`config.mk`:
```
export PLATFORM = sky130hd
export DESIGN_NAME = timer_bank_flat
export DESIGN_NICKNAME = d
export VERILOG_FILES = /design/src/rtl/timer_bank_if.sv /design/src/rtl/timer_bank.sv /design/src/flat_wrapper.sv
export SDC_FILE = /design/constraint.sdc
export NUM_CORES = 1
export LEC_CHECK = 0
export CAP_MARGIN = 20
export CORE_MARGIN = 2
export CORE_UTILIZATION = 50
export DETAILED_ROUTE_END_ITERATION = 7
export PLACE_DENSITY = 0.71
export REMOVE_ABC_BUFFERS = 1
export SKIP_LAST_GASP = 1
export SLEW_MARGIN = 20
export SYNTH_ARGS = -nofsm -noshare
export SYNTH_HDL_FRONTEND = slang
export SYNTH_SLANG_ARGS = --single-unit
```
`constraint.sdc`:
```
create_clock -name clk -period 19.5 [get_ports clk]
set_clock_uncertainty 0.1 [all_clocks]
set_input_delay 1.95 -clock clk [delete_from_list [all_inputs] [get_ports clk]]
set_output_delay 1.95 -clock clk [all_outputs]
set_load 0.05 [all_outputs]
```
`src/rtl/timer_bank_if.sv`:
```
// Bus bundle for timer_bank: per-channel control inputs and status outputs.
interface timer_bank_if #(
  parameter int CH    = 4,
  parameter int CNT_W = 16
);
  logic [CH-1:0]       start;
  logic [CH-1:0]       stop;
  logic [CH-1:0]       periodic;
  logic [CH*CNT_W-1:0] load;
  logic [CH-1:0]       pause;
  logic [CH-1:0]       busy;
  logic [CH-1:0]       done;
  logic [CH*CNT_W-1:0] remain;

  modport master (
    output start, stop, periodic, load, pause,
    input  busy, done, remain
  );

  modport slave (
    input  start, stop, periodic, load, pause,
    output busy, done, remain
  );
endinterface

```
`src/rtl/timer_bank.sv`:
```
// Bank of CH independent tick timers (one-shot / auto-reload), each with its own prescaler.
// Optional pause support is compiled in when TIMER_BANK_PAUSE_EN is defined.
module timer_bank #(
  parameter int CH       = 4,
  parameter int TICK_DIV = 10_000_000,
  parameter int CNT_W    = 16
) (
  input logic         clk,
  input logic         rst,
  timer_bank_if.slave bus
);
  localparam int PW = (TICK_DIV > 1) ? $clog2(TICK_DIV) : 1;
  localparam logic [PW-1:0] PRE_LAST = PW'(TICK_DIV - 1);

`ifdef TIMER_BANK_PAUSE_EN
  typedef enum logic [1:0] {IDLE, RUN, PAUSE} state_t;
`else
  typedef enum logic {IDLE, RUN} state_t;
  logic unused_pause;
  assign unused_pause = ^bus.pause;
`endif

  state_t [CH-1:0]             state_q, state_d;
  logic   [CH-1:0][PW-1:0]     pre_q, pre_d;
  logic   [CH-1:0][CNT_W-1:0]  rem_q, rem_d;
  logic   [CH-1:0][CNT_W-1:0]  ld_q, ld_d;
  logic   [CH-1:0]             mode_q, mode_d;
  logic   [CH-1:0]             done_q, done_d;
  logic   [CNT_W-1:0]          cur_load;

  always_ff @(posedge clk or posedge rst) begin
    if (rst) begin
      for (int unsigned i = 0; i < CH; i++) begin
        state_q[i] <= IDLE;
      end
      pre_q  <= '0;
      rem_q  <= '0;
      ld_q   <= '0;
      mode_q <= '0;
      done_q <= '0;
    end else begin
      state_q <= state_d;
      pre_q   <= pre_d;
      rem_q   <= rem_d;
      ld_q    <= ld_d;
      mode_q  <= mode_d;
      done_q  <= done_d;
    end
  end

  // Per channel: stop > start > pause > counting.
  always_comb begin
    state_d  = state_q;
    pre_d    = pre_q;
    rem_d    = rem_q;
    ld_d     = ld_q;
    mode_d   = mode_q;
    done_d   = '0;
    cur_load = '0;
    for (int unsigned i = 0; i < CH; i++) begin
      cur_load = bus.load[i*CNT_W +: CNT_W];
      if (bus.stop[i]) begin
        state_d[i] = IDLE;
        pre_d[i]   = '0;
        rem_d[i]   = '0;
      end else if (bus.start[i]) begin
        pre_d[i] = '0;
        if (cur_load != '0) begin
          state_d[i] = RUN;
          rem_d[i]   = cur_load;
          ld_d[i]    = cur_load;
          mode_d[i]  = bus.periodic[i];
        end else begin
          state_d[i] = IDLE;
          rem_d[i]   = '0;
          done_d[i]  = 1'b1;
        end
      end
`ifdef TIMER_BANK_PAUSE_EN
      else if (state_q[i] != IDLE && bus.pause[i]) begin
        state_d[i] = PAUSE;
      end
`endif
      else if (state_q[i] != IDLE) begin
        // A paused channel resumes and counts on the same edge, so expiry slips by exactly the paused cycles.
        state_d[i] = RUN;
        if (pre_q[i] == PRE_LAST) begin
          pre_d[i] = '0;
          if (rem_q[i] <= CNT_W'(1)) begin
            done_d[i] = 1'b1;
            if (mode_q[i]) begin
              rem_d[i] = ld_q[i];
            end else begin
              rem_d[i]   = '0;
              state_d[i] = IDLE;
            end
          end else begin
            rem_d[i] = rem_q[i] - 1'b1;
          end
        end else begin
          pre_d[i] = pre_q[i] + 1'b1;
        end
      end
    end
  end

  always_comb begin
    for (int unsigned i = 0; i < CH; i++) begin
      bus.busy[i] = (state_q[i] != IDLE);
    end
  end

  assign bus.done   = done_q;
  assign bus.remain = rem_q;
endmodule

```
`src/flat_wrapper.sv`:
```
// flat-port wrapper written by rule: the top's interface ports become plain ports
module timer_bank_flat 
#(
  parameter int CH       = 4,
  parameter int TICK_DIV = 10_000_000,
  parameter int CNT_W    = 16
)
  (clk, rst, bus_start, bus_stop, bus_periodic, bus_load, bus_pause, bus_busy, bus_done, bus_remain);
  timer_bank_if #(.CH(CH), .CNT_W(CNT_W)) bus_i ();
  input logic clk;
  input logic rst;
  input wire logic [$bits(bus_i.start)-1:0] bus_start;
  input wire logic [$bits(bus_i.stop)-1:0] bus_stop;
  input wire logic [$bits(bus_i.periodic)-1:0] bus_periodic;
  input wire logic [$bits(bus_i.load)-1:0] bus_load;
  input wire logic [$bits(bus_i.pause)-1:0] bus_pause;
  output wire logic [$bits(bus_i.busy)-1:0] bus_busy;
  output wire logic [$bits(bus_i.done)-1:0] bus_done;
  output wire logic [$bits(bus_i.remain)-1:0] bus_remain;
  assign bus_i.start = bus_start;
  assign bus_i.stop = bus_stop;
  assign bus_i.periodic = bus_periodic;
  assign bus_i.load = bus_load;
  assign bus_i.pause = bus_pause;
  assign bus_busy = bus_i.busy;
  assign bus_done = bus_i.done;
  assign bus_remain = bus_i.remain;
  timer_bank #(.CH(CH), .TICK_DIV(TICK_DIV), .CNT_W(CNT_W)) u_core (.clk(clk), .rst(rst), .bus(bus_i));
endmodule
```
==> impl_results.md <==
- Status: completed
- Headroom to the max-slew limit: 27.83%
- Placed Instances: 1939
- Final instance area: 0.01581 sq mm
- Die area: 0.02781 sq mm
- Vias in the first global route: 11490
- Number of enable flip-flop cells after synthesis: 0
- Row cnt: 59
- Clk Latency, worst-skew pair: 540 ps
- CP Max Fanout: 17
- Max Cap Viol: 0
- Post-CTS setup buffer count: 0
- HP Class: reg2reg
- Cell Area, Synth: 0.01325 sq mm
- WP data arrival: 2080 ps
- Crit-path leading delay family: buffers and inverters
- Post_cts resized: 0
- Worst Path Required: 17450 ps
- Initial antenna violation count: 0
- Fin cells: 1986
- IO Pins: 154
- Met2 Use GR: 41.05%
- Post-Route WL: 35.13 mm
- Worst slack at placement: 14400 ps
- Share of cells above drive strength 1: 5.572%
- Top cell type's share of synthesized area: 44.58%
- GRT busiest layer: met2
- Ys flop type: dfrtp_1
- PwrDens: 84.31 mW/mm^2
- Grt met3 use: 3.517%
- Worst Path Buf+Inv: 1
- WL per Instance: 17.69 um
- Leak: 0.006640 uW
- CTS tree: yes
- Fin util: 60.68%
- Setup-failing EPs final: 0
- DIE WIDTH: 166.8 um
- First-pass GRT wire length: 58.94 mm
- Post-DP HPWL: 24.52 mm
- Post-CTS Hold Fix Bufs: 0
- Yosys reg bits: 236
- Dpl cell area: 0.01489 sq mm
- Met1 usage: 35.56%
- Pin count of the biggest net entering global routing: 86
- Maximum clock path buffer count: 3
- Seq/Total Area, Yosys: 44.58%
- Cell taking the most area after synthesis: dfrtp_1
- Synth Instances: 1518
- Period minus WS final: 4129 ps
- Synth cell count leaders: nand2_1 (302), dfrtp_1 (236), nor2_1 (163)
- GP Congestion: 0.8845
- Area Overhead vs Synth: 19.36%
- PnR worst setup slack: 15370 ps
- Port buffer count: 149
- DR DRC count: 0
- Final TNS setup: 0 ps
- TritonCTS Sinks: 236
- Core outline area: 0.02606 sq mm
- Initial Utilization: 50.84%
- Mapped Avg Cell Area: 8.727 sq um
- Detailed-route via count: 11770
- Via density: 5.927
- CP startpoint kind: flop
- Crit-path max cell delay: 890 ps
- Die outline height: 166.8 um
- Worst-path cell chain: clkdlybuf4s50_1
- Yosys warnings: 0
- Top-count cell post-synth: nand2_1
- Fillcell total: 2277
- Maximum VDD drop: 0.00007949 V
- Final slew viol count: 0
- Slowest CP cell: clkdlybuf4s50_1
- DRT antenna net count: 0
- H-tree Lvls: 1
- Clk pin slew, worst setup/hold paths: 60 ps
- CTS buffer count: 27
- RSZ-0062 raised after global routing: false
- Antenna diodes: 0
- Synth top area cells: dfrtp_1 (45%), nand2_1 (8.6%), xor2_1 (5.0%)
- Worst Path Class, Setup: reg2out
- F_max: 242.2 MHz
- Crit path capture type: output pin
- DR iter-0 viols: 854
- Final Hold Fails: 0
- Tightest Pin Transition: 1078 ps
- Period Utilization, post-route: 21.18%
- Drt pass-1 iters: 6
- Final #Nets: 1727
- Post-synth cell types: 84
- Ys async rst share: 100.0%
- GR Overflow Total: 0
- Root Driver: clkbuf_16
- Total GRT Usage: 25.23%
[registers in the layout, summed over array words and instances, names as in the netlist]
register	count
u_core.mode_q	4
u_core.bus.busy	4
u_core.ld_q	64
u_core.bus.remain	64
u_core.pre_q	96
u_core.bus.done	4
[logic make-up after synthesis]
group / after synthesis / share of synthesized area (%)
and+or+nand+nor: 812 / 30.14
xor gates and xnor gates: 117 / 7.735
muxes: 10 / 0.7745
adders and majority gates: 12 / 1.133
DFF: 236 / 44.58
buffers and inverters: 99 / 3.381
AOI/OAI and AO/OA: 232 / 12.26
[final timing paths]
check / from / slack [ps] / end / cells after the start
min reg2reg: u_core.ld_q[19] / 370 / u_core.ld_q[19] / 2
min in group asynchronous: rst / 1750 / u_core.ld_q[5] / 2
max reg2reg: u_core.bus.remain[49] / 16360 / u_core.bus.remain[55] / 7
min: u_core.ld_q[19] / 370 / u_core.ld_q[19] / 2
max: u_core.bus.busy[0] / 15370 / bus_busy[0] / 1
max in group asynchronous: rst / 15490 / u_core.ld_q[62] / 4
[cells in the final DEF (no fill, tap or decap), types with 8 or more instances in the layout]
master,instances
nand3_1,64
and4_1,16
nand2b_1,17
nor3_1,45
or2_2,8
and3_1,24
o22ai_1,8
dfrtp_1,236
nand2_1,302
o21a_1,10
nor2_1,163
xnor2_1,41
mux2i_1,8
nor4_1,47
inv_1,24
a31oi_1,41
nand4_1,48
o22a_1,12
clkbuf_16,27
clkdlybuf4s50_1,149
a221oi_1,11
a21oi_1,40
a211oi_1,15
o31ai_1,11
buf_4,10
ha_1,12
or4_1,10
xor2_1,76
or3_1,19
o21ai_0,22
[layer usage]
metal	wire, um	vias to the layer above
li1	-	5642
met1	16030	5726
met2	16320	348
met3	1838	56
met4	932	0
met5	0	-
[power by group]
part	internal, uW	switching, uW
Combinational	90.3	156
Clock	314	205
Sequential	522	45.3
[area by class of cell]
class / count / area (sq um) / area share (%)
multi-input combinational: 1183 / 6899 / 43.63
sequential: 236 / 5906 / 37.35
timing repair buffer: 160 / 1578 / 9.978
clock buffer: 35 / 765.7 / 4.843
tap: 335 / 419.2 / 2.651
clock inverter: 12 / 143.9 / 0.9100
inverter: 25 / 101.3 / 0.6409
[worst min-delay path: stages (launching register included)]
cell	delay, ps
dfrtp_1	340
nand2_1	50
nand2_1	50
[through the flow]
| stage | total power [uW] | hold slack [ps] |
|---|---|---|
| floorplan | 725.1 | 337.6 |
| global placement | 817.3 | 350.6 |
| detailed placement | 821.1 | 355.7 |
| CTS | 1342 | 370.8 |
| global route | 1388 | 386.4 |
| finish | 1333 | 366.1 |
No activity file was read; power rests on OpenSTA's default activity.
